**src/rtl/fp_add_pipe.sv**
```systemverilog
// rtl/fp_add_pipe.sv - three-stage pipelined IEEE-754 adder/subtractor with RNE rounding
// Stages: align (S1), add (S2), normalise/round/pack (S3); one global advance enable.
module fp_add_pipe #(
    parameter int EXP_W = 8,
    parameter int MAN_W = 23,
    localparam int W = 1 + EXP_W + MAN_W
) (
    input  logic         clk,
    input  logic         rst_n,
    input  logic         in_valid,
    output logic         in_ready,
    input  logic [W-1:0] a,
    input  logic [W-1:0] b,
    input  logic         sub,
    output logic         out_valid,
    input  logic         out_ready,
    output logic [W-1:0] s,
    output logic         overflow,
    output logic         underflow,
    output logic         invalid,
    output logic         inexact
);
    localparam int SW  = MAN_W + 4;
    localparam int LZW = $clog2(SW + 1);
    localparam int EW  = EXP_W + LZW + 2;
    localparam logic [W-1:0] QNAN = {1'b0, {EXP_W{1'b1}}, 1'b1, {(MAN_W-1){1'b0}}};
    localparam logic signed [EW-1:0] EMAX = EW'((1 << EXP_W) - 1);

    function automatic logic [LZW-1:0] f_lzc(input logic [SW-1:0] v);
        logic [LZW-1:0] n;
        n = LZW'(SW);
        for (int i = 0; i < SW; i++) begin
            if (v[i]) n = LZW'(SW - 1 - i);
        end
        return n;
    endfunction

    logic r1_valid, r1_spec, r1_inv, r1_sign, r1_esub;
    logic [W-1:0] r1_spec_val;
    logic [EXP_W-1:0] r1_exp;
    logic [SW-1:0] r1_xm, r1_ym;
    logic r2_valid, r2_spec, r2_inv, r2_sign;
    logic [W-1:0] r2_spec_val;
    logic [EXP_W-1:0] r2_exp;
    logic [SW:0] r2_sum;
    logic r3_valid;
    logic w_en;

    assign w_en      = ~r3_valid | out_ready;
    assign in_ready  = w_en;
    assign out_valid = r3_valid;

    // S1: classify, flush denormals, order by magnitude, align the smaller operand
    logic w_sa, w_sb, w_a_nan, w_b_nan, w_a_inf, w_b_inf, w_a_zero, w_b_zero, w_swap;
    logic [EXP_W-1:0] w_ea, w_eb, w_ex, w_ey, w_diff;
    logic [MAN_W-1:0] w_fa, w_fb, w_fx, w_fy;
    logic [W-2:0] w_a_mag, w_b_mag;
    logic [SW-1:0] w_ym, w_ysh, w_yal;
    logic w_lost, w_spec, w_spec_inv;
    logic [W-1:0] w_spec_val;

    assign w_sa     = a[W-1];
    assign w_sb     = b[W-1] ^ sub;
    assign w_ea     = a[W-2:MAN_W];
    assign w_eb     = b[W-2:MAN_W];
    assign w_fa     = a[MAN_W-1:0];
    assign w_fb     = b[MAN_W-1:0];
    assign w_a_nan  = (&w_ea) & (|w_fa);
    assign w_b_nan  = (&w_eb) & (|w_fb);
    assign w_a_inf  = (&w_ea) & ~(|w_fa);
    assign w_b_inf  = (&w_eb) & ~(|w_fb);
    assign w_a_zero = ~(|w_ea);
    assign w_b_zero = ~(|w_eb);
    assign w_a_mag  = w_a_zero ? '0 : a[W-2:0];
    assign w_b_mag  = w_b_zero ? '0 : b[W-2:0];
    assign w_swap   = w_b_mag > w_a_mag;
    assign w_ex     = w_swap ? w_eb : w_ea;
    assign w_fx     = w_swap ? w_fb : w_fa;
    assign w_ey     = w_swap ? w_ea : w_eb;
    assign w_fy     = w_swap ? w_fa : w_fb;
    assign w_diff   = w_ex - w_ey;
    assign w_ym     = {1'b1, w_fy, 3'b000};
    assign w_ysh    = w_ym >> w_diff;
    assign w_lost   = |(w_ym & ~({SW{1'b1}} << w_diff));
    assign w_yal    = {w_ysh[SW-1:1], w_ysh[0] | w_lost};

    always_comb begin
        w_spec     = 1'b1;
        w_spec_inv = 1'b0;
        w_spec_val = '0;
        if (w_a_nan | w_b_nan) begin
            w_spec_val = QNAN;
        end else if (w_a_inf & w_b_inf & (w_sa != w_sb)) begin
            w_spec_val = QNAN;
            w_spec_inv = 1'b1;
        end else if (w_a_inf) begin
            w_spec_val = {w_sa, a[W-2:0]};
        end else if (w_b_inf) begin
            w_spec_val = {w_sb, b[W-2:0]};
        end else if (w_a_zero & w_b_zero) begin
            w_spec_val = {w_sa & w_sb, {(W-1){1'b0}}};
        end else if (w_a_zero) begin
            w_spec_val = {w_sb, b[W-2:0]};
        end else if (w_b_zero) begin
            w_spec_val = a;
        end else begin
            w_spec = 1'b0;
        end
    end

    // S3: normalise, round to nearest even, detect range limits
    logic [LZW-1:0] w_lzc;
    logic [SW-1:0] w_norm;
    logic signed [EW-1:0] w_exp_e, w_exp_n, w_exp_r;
    logic [MAN_W:0] w_mant;
    logic [MAN_W+1:0] w_rnd;
    logic w_g, w_r, w_st, w_up;
    logic [W-1:0] w_res;
    logic w_of, w_uf, w_ix;

    assign w_lzc   = f_lzc(r2_sum[SW-1:0]);
    assign w_exp_e = $signed({{(EW-EXP_W){1'b0}}, r2_exp});

    always_comb begin
        if (r2_sum[SW]) begin
            w_norm  = {r2_sum[SW:2], r2_sum[1] | r2_sum[0]};
            w_exp_n = w_exp_e + EW'(1);
        end else begin
            w_norm  = r2_sum[SW-1:0] << w_lzc;
            w_exp_n = w_exp_e - $signed({{(EW-LZW){1'b0}}, w_lzc});
        end
        w_mant  = w_norm[SW-1:3];
        w_g     = w_norm[2];
        w_r     = w_norm[1];
        w_st    = w_norm[0];
        w_up    = w_g & (w_r | w_st | w_mant[0]);
        w_rnd   = {1'b0, w_mant} + {{(MAN_W+1){1'b0}}, w_up};
        w_exp_r = w_exp_n + {{(EW-1){1'b0}}, w_rnd[MAN_W+1]};
        w_res   = '0;
        w_of    = 1'b0;
        w_uf    = 1'b0;
        w_ix    = 1'b0;
        if (r2_spec) begin
            w_res = r2_spec_val;
        end else if (r2_sum == '0) begin
            w_res = '0;
        end else if (w_exp_n <= 0) begin
            w_res = {r2_sign, {(W-1){1'b0}}};
            w_uf  = 1'b1;
            w_ix  = 1'b1;
        end else if (w_exp_r >= EMAX) begin
            w_res = {r2_sign, {EXP_W{1'b1}}, {MAN_W{1'b0}}};
            w_of  = 1'b1;
            w_ix  = 1'b1;
        end else begin
            w_res = {r2_sign, w_exp_r[EXP_W-1:0], w_rnd[MAN_W-1:0]};
            w_ix  = w_g | w_r | w_st;
        end
    end

    always_ff @(posedge clk or negedge rst_n) begin
        if (!rst_n) begin
            r1_valid    <= 1'b0;
            r1_spec     <= 1'b0;
            r1_inv      <= 1'b0;
            r1_sign     <= 1'b0;
            r1_esub     <= 1'b0;
            r1_spec_val <= '0;
            r1_exp      <= '0;
            r1_xm       <= '0;
            r1_ym       <= '0;
            r2_valid    <= 1'b0;
            r2_spec     <= 1'b0;
            r2_inv      <= 1'b0;
            r2_sign     <= 1'b0;
            r2_spec_val <= '0;
            r2_exp      <= '0;
            r2_sum      <= '0;
            r3_valid    <= 1'b0;
            s           <= '0;
            overflow    <= 1'b0;
            underflow   <= 1'b0;
            invalid     <= 1'b0;
            inexact     <= 1'b0;
        end else if (w_en) begin
            r1_valid    <= in_valid;
            r1_spec     <= w_spec;
            r1_inv      <= w_spec_inv;
            r1_spec_val <= w_spec_val;
            r1_sign     <= w_swap ? w_sb : w_sa;
            r1_esub     <= w_sa ^ w_sb;
            r1_exp      <= w_ex;
            r1_xm       <= {1'b1, w_fx, 3'b000};
            r1_ym       <= w_yal;
            r2_valid    <= r1_valid;
            r2_spec     <= r1_spec;
            r2_inv      <= r1_inv;
            r2_spec_val <= r1_spec_val;
            r2_sign     <= r1_sign;
            r2_exp      <= r1_exp;
            r2_sum      <= r1_esub ? ({1'b0, r1_xm} - {1'b0, r1_ym})
                                   : ({1'b0, r1_xm} + {1'b0, r1_ym});
            r3_valid    <= r2_valid;
            s           <= w_res;
            overflow    <= w_of;
            underflow   <= w_uf;
            invalid     <= r2_spec & r2_inv;
            inexact     <= w_ix;
        end
    end
endmodule

```
**config.mk**
```make
export PLATFORM = sky130hd
export DESIGN_NAME = fp_add_pipe
export DESIGN_NICKNAME = d
export VERILOG_FILES = /design/src/rtl/fp_add_pipe.sv
export SDC_FILE = /design/constraint.sdc
export NUM_CORES = 1
export LEC_CHECK = 0
export CAP_MARGIN = 20
export CORE_MARGIN = 2
export CORE_UTILIZATION = 50
export DETAILED_ROUTE_END_ITERATION = 8
export HOLD_SLACK_MARGIN = 0.05
export PLACE_DENSITY = 0.71
export SYNTH_ARGS = -nofsm -noshare
export SYNTH_HDL_FRONTEND = slang
export SYNTH_SLANG_ARGS = --single-unit
```
**constraint.sdc**
```tcl
create_clock -name clk -period 5.8 [get_ports clk]
set_input_delay 1.45 -clock clk [delete_from_list [all_inputs] [get_ports clk]]
set_output_delay 1.45 -clock clk [all_outputs]
set_load 0.02 [all_outputs]
```
* After elaboration in Yosys (flattened, before gate mapping) *
Index checks and enable logic that the tools add are counted.

cells by class
  bitwise logic cells = 27
  add/subtract/negate cells = 7
  reductions and logical operators = 8
  shifts and indexed selects = 3
  mux-type cells = 68
  eq/ne operators = 1
  magnitude comparators = 3

operators with widths
  operator                                                                               count
  32-bit 2-to-1 mux                                                                      9
  5-bit 2-to-1 mux                                                                       26
  31-bit 2-to-1 mux                                                                      4
  23-bit 2-to-1 mux                                                                      2
  23-bit OR reduction                                                                    2
  31-bit greater-than comparator                                                         1
  27-bit by 27-bit adder with 28-bit output                                              1
  28-bit zero test                                                                       1
  28-bit 2-to-1 mux                                                                      1
  27-bit by 27-bit subtractor with 28-bit output                                         1
  27-bit AND                                                                             1
  27-bit 2-to-1 mux                                                                      1
  27-bit inverter                                                                        1
  27-bit OR reduction                                                                    1
  27-bit by 5-bit left shift with 27-bit output                                          1
  27-bit by 8-bit left shift with 27-bit output (first input constant)                   1
  27-bit by 8-bit >> shifter with 27-bit output                                          1
  24-bit by 1-bit adder with 25-bit output                                               1
  1-bit 2-to-1 mux                                                                       22
  8-bit 2-to-1 mux                                                                       2
  8-bit AND reduction                                                                    2
  8-bit OR reduction                                                                     2
  15-bit by 1-bit adder with 15-bit output                                               1
  15-bit by 9-bit greater-or-equal comparator with 1-bit output (second input constant)  1
  other kinds (10)                                                                       31

storage, ports and cells
  logic and storage cells = 139
  flip-flop bits (word level) = 205
  output and inout port bits = 38
  bits of input ports = 69

* Depth between registers and ports, before layout *
  word-level depth = 39
  depth in mapped cells = 35

* Worst setup path after synthesis *
No wires, ideal clock.

  path kind = input to register
  from = in a[25]
  to = reg r1_ym[0]
  setup slack = -2.182 ns
  path buffers = 12
  required time = 5.659 ns
  arrival time = 7.842 ns
  stages = 34
  library setup time = 0.141 ns
  path through = clkbuf_1 -> nor4_1 -> nand2_1 -> clkbuf_1 -> buf_1 -> buf_1 -> nand2_1 -> ha_1 -> nand3_1 -> nor4_1 -> and4b_1 -> a211o_1 -> o21a_1 -> buf_2 -> buf_2 -> buf_4 -> buf_4 -> buf_2 -> buf_2 -> buf_1 -> mux2i_1 -> ha_1 -> o21ai_0 -> a31o_2 -> mux2i_1 -> xnor2_1 -> nand2b_1 -> or3_1 -> clkbuf_1 -> nand2b_1 -> a21oi_1 -> mux2i_1 -> o22ai_1 -> a41oi_1

between the ends
  cells in the longest elaborated chain, start to end = 10

ends and longest elaborated chain
  element                                        line    text
  start, declared                                12      input logic [W-1:0] a,
  8-bit OR reduction                             72      assign w_a_zero = ~(|w_ea);
  31-bit 2-to-1 mux                              74      assign w_a_mag = w_a_zero ? '0 : a[W-2:0];
  31-bit greater-than comparator                 76      assign w_swap = w_b_mag > w_a_mag;
  8-bit 2-to-1 mux, on equally long branches     77, 79
  8-bit subtractor                               81      assign w_diff = w_ex - w_ey;
  27-bit by 8-bit left shift with 27-bit output  84      assign w_lost = |(w_ym & ~({SW{1'b1}} << w_diff));
  27-bit inverter                                84
  27-bit AND                                     84
  27-bit OR reduction                            84
  1-bit OR *                                     85      assign w_yal = {w_ysh[SW-1:1], w_ysh[0] | w_lost};
  end signal, assigned                           194     r1_ym <= w_yal;
  end, declared                                  41      logic [SW-1:0] r1_xm, r1_ym;

Every way passes the cells marked *; elsewhere a longest branch is shown, timed or not.
A chain may end at the register's enable or synchronous reset.

* Worst setup path after layout *
  from = reg r2_sum[8]
  to = reg s[22]

between the ends
  cells in the longest elaborated chain, start to end = 31

ends and longest elaborated chain
  element                                                        line  text
  start, declared                                                45    logic [SW:0] r2_sum;
  start signal, assigned                                         201   r2_sum <= r1_esub ? ({1'b0, r1_xm} - {1'b0, r1_ym})
  5-bit 2-to-1 mux (19 in a row)                                 33    if (v[i]) n = LZW'(SW - 1 - i);
  27-bit by 5-bit left shift with 27-bit output                  129   w_norm = r2_sum[SW-1:0] << w_lzc;
  27-bit 2-to-1 mux                                              125   if (r2_sum[SW]) begin
  1-bit OR (2 in a row)                                          136   w_up = w_g & (w_r | w_st | w_mant[0]);
  1-bit AND                                                      136
  24-bit by 1-bit adder with 25-bit output                       137   w_rnd = {1'b0, w_mant} + {{(MAN_W+1){1'b0}}, w_up};
  15-bit by 1-bit adder with 15-bit output                       138   w_exp_r = w_exp_n + {{(EW-1){1'b0}}, w_rnd[MAN_W+1]};
  15-bit by 9-bit greater-or-equal comparator with 1-bit output  151   end else if (w_exp_r >= EMAX) begin
  31-bit 2-to-1 mux                                              151
  31-bit 2-to-1 mux                                              147   end else if (w_exp_n <= 0) begin
  32-bit 2-to-1 mux *                                            145   end else if (r2_sum == '0) begin
  32-bit 2-to-1 mux *                                            143   if (r2_spec) begin
  end signal, assigned                                           204   s <= w_res;
  end, declared                                                  17    output logic [W-1:0] s,

Marked as above.

==> out/qor.txt <==
Slowest stage cell, crit path: dfrtp_1
Worst min-delay path class: reg2reg
Total power: 11.6 mW
Final Hold Vio Count: 0
DIE WIDTH: 195 um
Num CTS Buffers: 24
# IOs: 107
Met3 Wirelength: 6230 um
PwrDens: 475 nW/um^2
Final instance area: 24400 um^2
RSZ-0062 raised after global routing: true
Final period utilization: 101%
CTS Sinks: 205
Commonest non-fill, non-tap cell in the layout: nand2_1
Worst-Skew Late Latency: 0.54 ns
CTS Hold Bufs: 0
Dpl hpwl: 55600 um
Wire length on met1: 29700 um
DP Area: 22400 um^2
CP Capture Type: flop
Clock-pin slew on the worst setup and hold paths: 0.07 ns
P&R area growth vs syn: 34.0%
F_max: 171 MHz
Setup Viol. Count Final: 3
YS warnings: 0
WL per Instance: 22.4 um
Mapped Nets: 2617
Cell family with most CP delay: simple AND/OR/NAND/NOR gates
Clk Tree Root Cell: clkbuf_16
Pre-Repair DR Iteration Count: 6
Main synth FF type: dfrtp_1
Critical path depth: 28
Number of enable flip-flop cells after synthesis: 0
Post-Synthesis Cells: 2455
Via count: 20900
Bufs and invs on worst path: 4
Tot GR Track Use: 37.5%
DRT Wirelength: 74200 um
GR Overflow Total: 0
Worst Setup Start Kind: flop
Most common cell on crit path: nand2_2
Worst-case clock buffer depth: 3
Sequential share of the synthesized area: 28.2%
CTS tree: yes
Nets@finish: 2990
Share of cells above drive strength 1: 23.4%
Number of remaining DRC errors: 0
Die Span Y: 195 um
H-tree depth: 1
Initial Util: 51.0%
Slew @ Worst Pin: 0.977 ns
Cells on worst reg2reg path: 28
Vias in the first global route: 19700
GP Congestion: 1.06
Fin worst setup slack: -0.0571 ns
PortBufs: 106
Pins Over Slew Limit: 0
Die area: 37900 um^2
Critical Path Fanout Max: 5
Most frequent cells in the layout: nand2_1 (456), buf_4 (400), nor2_1 (240), dfrtp_1 (205), a21oi_1 (169)
Top sig layer: met4
Core Area: 35700 um^2
Async S/R FF share, synth: 100%
Clk_skew: 0.0170 ns
Leak: 11.0 nW
Hold path depth: 2
Met2 WL: 34000 um
CP peak stage delay: 0.38 ns
Tmin final: 5.86 ns
ANT cells: 0
Post-Syn Area: 18200 um^2
Synth cell types: 98
First-pass GRT wire length: 112000 um
Final ANT Viol Nets: 0
Max cap viols: 0
DRT iter0 DRCs: 2314
Pin count of the biggest net entering global routing: 108
Failing checks: negative setup slack
Slew headroom: 34.9%
Peak VDD IR: 0.000261 V
Critical path type: reg2reg
Run status: complete, but fails checks
Cell row count: 69
Yosys reg bits: 205
Setup TNS: -0.0586 ns
CP required: 6.27 ns
Worst Path Arrival: 6.33 ns
Initial antenna violation count: 0
Vias/cell: 6.31
Syn_area_per_cell: 7.40 um^2
Worst R2R Setup Slack: -0.06 ns
## where the power goes
part           switching (mW)  internal [mW]  total, mW
clock                   0.628           1.02       1.65
combinational            4.41           3.30       7.71
sequential              0.382           1.83       2.21
## layout make-up
type | instances | area (um^2)
Clock buffer | 32 | 691
Inverter | 97 | 379
Fill cell | 2931 | 11300
Timing Repair Buffer | 532 | 4520
Sequential cell | 205 | 5130
Multi-Input combinational cell | 1968 | 12900
Clock inverter | 10 | 178
Tap cell | 461 | 577
## Yosys cell counts (24+ instances only)
master / count / share of area (%)
a211oi_1: 24 / 0.99
a21oi_1: 176 / 4.8
a31oi_1: 66 / 2.3
and2_1: 36 / 1.2
buf_2: 24 / 0.66
clkbuf_1: 137 / 2.8
dfrtp_1: 205 / 28
ha_1: 91 / 6.3
inv_1: 90 / 1.9
mux2i_1: 73 / 4.0
nand2_1: 464 / 9.6
nand3_1: 55 / 1.5
nand4_1: 24 / 0.83
nor2_1: 247 / 5.1
nor2b_1: 24 / 0.83
nor3_1: 49 / 1.3
nor4_1: 24 / 0.83
o211ai_1: 24 / 0.99
o21ai_0: 141 / 3.9
o22ai_1: 34 / 1.2
o31ai_1: 26 / 1.1
xnor2_1: 43 / 2.1
xor2_1: 27 / 1.3
## stage by stage
stage               cells  hold WS (ns)  utilization, %  worst slack [ns]
global placement     3229         0.440            62.7            -0.687
detailed placement   3229         0.447            62.7            -0.840
CTS                  3284         0.460            66.2          -0.00948
finish               3305         0.458            68.3           -0.0571
global route         3305         0.488            68.3            -0.262
floorplan            2455         0.430               -            -0.992
## sequential cells by signal, summed over array words and instances (netlist names), 8 cells and up
register and cells:
r1_spec_val 32, r2_spec_val 32, s 32, r2_sum 28, r1_ym 27, r1_xm 24
r1_exp 8, r2_exp 8
## metal layers
layer | track usage [%] | up-vias
met5 | 0 | -
met4 | 17.4 | 0
met3 | 4.86 | 296
met2 | 62.0 | 1187
met1 | 49.0 | 9878
li1 | - | 9504
## worst min-delay path: cells and delay by family (launching register included)
family        cells  cell delay [ns]
flops             1             0.33
simple gates      2             0.10
## repair_timing
| item | in CTS | in global routing |
|---|---|---|
| pin swaps | 33 | 75 |
| setup buffers | 14 | 16 |
| setup endpoints to repair | 56 | 59 |
| resized for setup | 58 | 136 |
| gates cloned | 0 | 5 |
| hold endpoints to repair | 0 | 0 |
## worst paths after layout
check,from,end
max,r2_sum[8]$_DFFE_PN0P_,s[22]$_DFFE_PN0P_
min,r2_valid$_DFFE_PN0P_,r2_valid$_DFFE_PN0P_
max reg2reg,r2_sum[8]$_DFFE_PN0P_,s[22]$_DFFE_PN0P_
min reg2reg,r2_valid$_DFFE_PN0P_,r2_valid$_DFFE_PN0P_
max in group asynchronous,rst_n,s[28]$_DFFE_PN0P_
min in group asynchronous,rst_n,s[3]$_DFFE_PN0P_
## kinds of logic (layout without fill, tap and decap cells)
family                     after synthesis  after routing  share of synthesized area [%]
AOI/OAI and AO/OA                      693            693                           25.0
xor gates and xnor gates                70             70                           3.37
adders and majority gates               94             94                           6.54
buffers and inverters                  282            671                           6.40
DFF                                    205            205                           28.2
muxes                                   84             84                           4.76
and+or+nand+nor                       1027           1027                           25.7
Note: power is estimated with default switching activity, not from simulation.
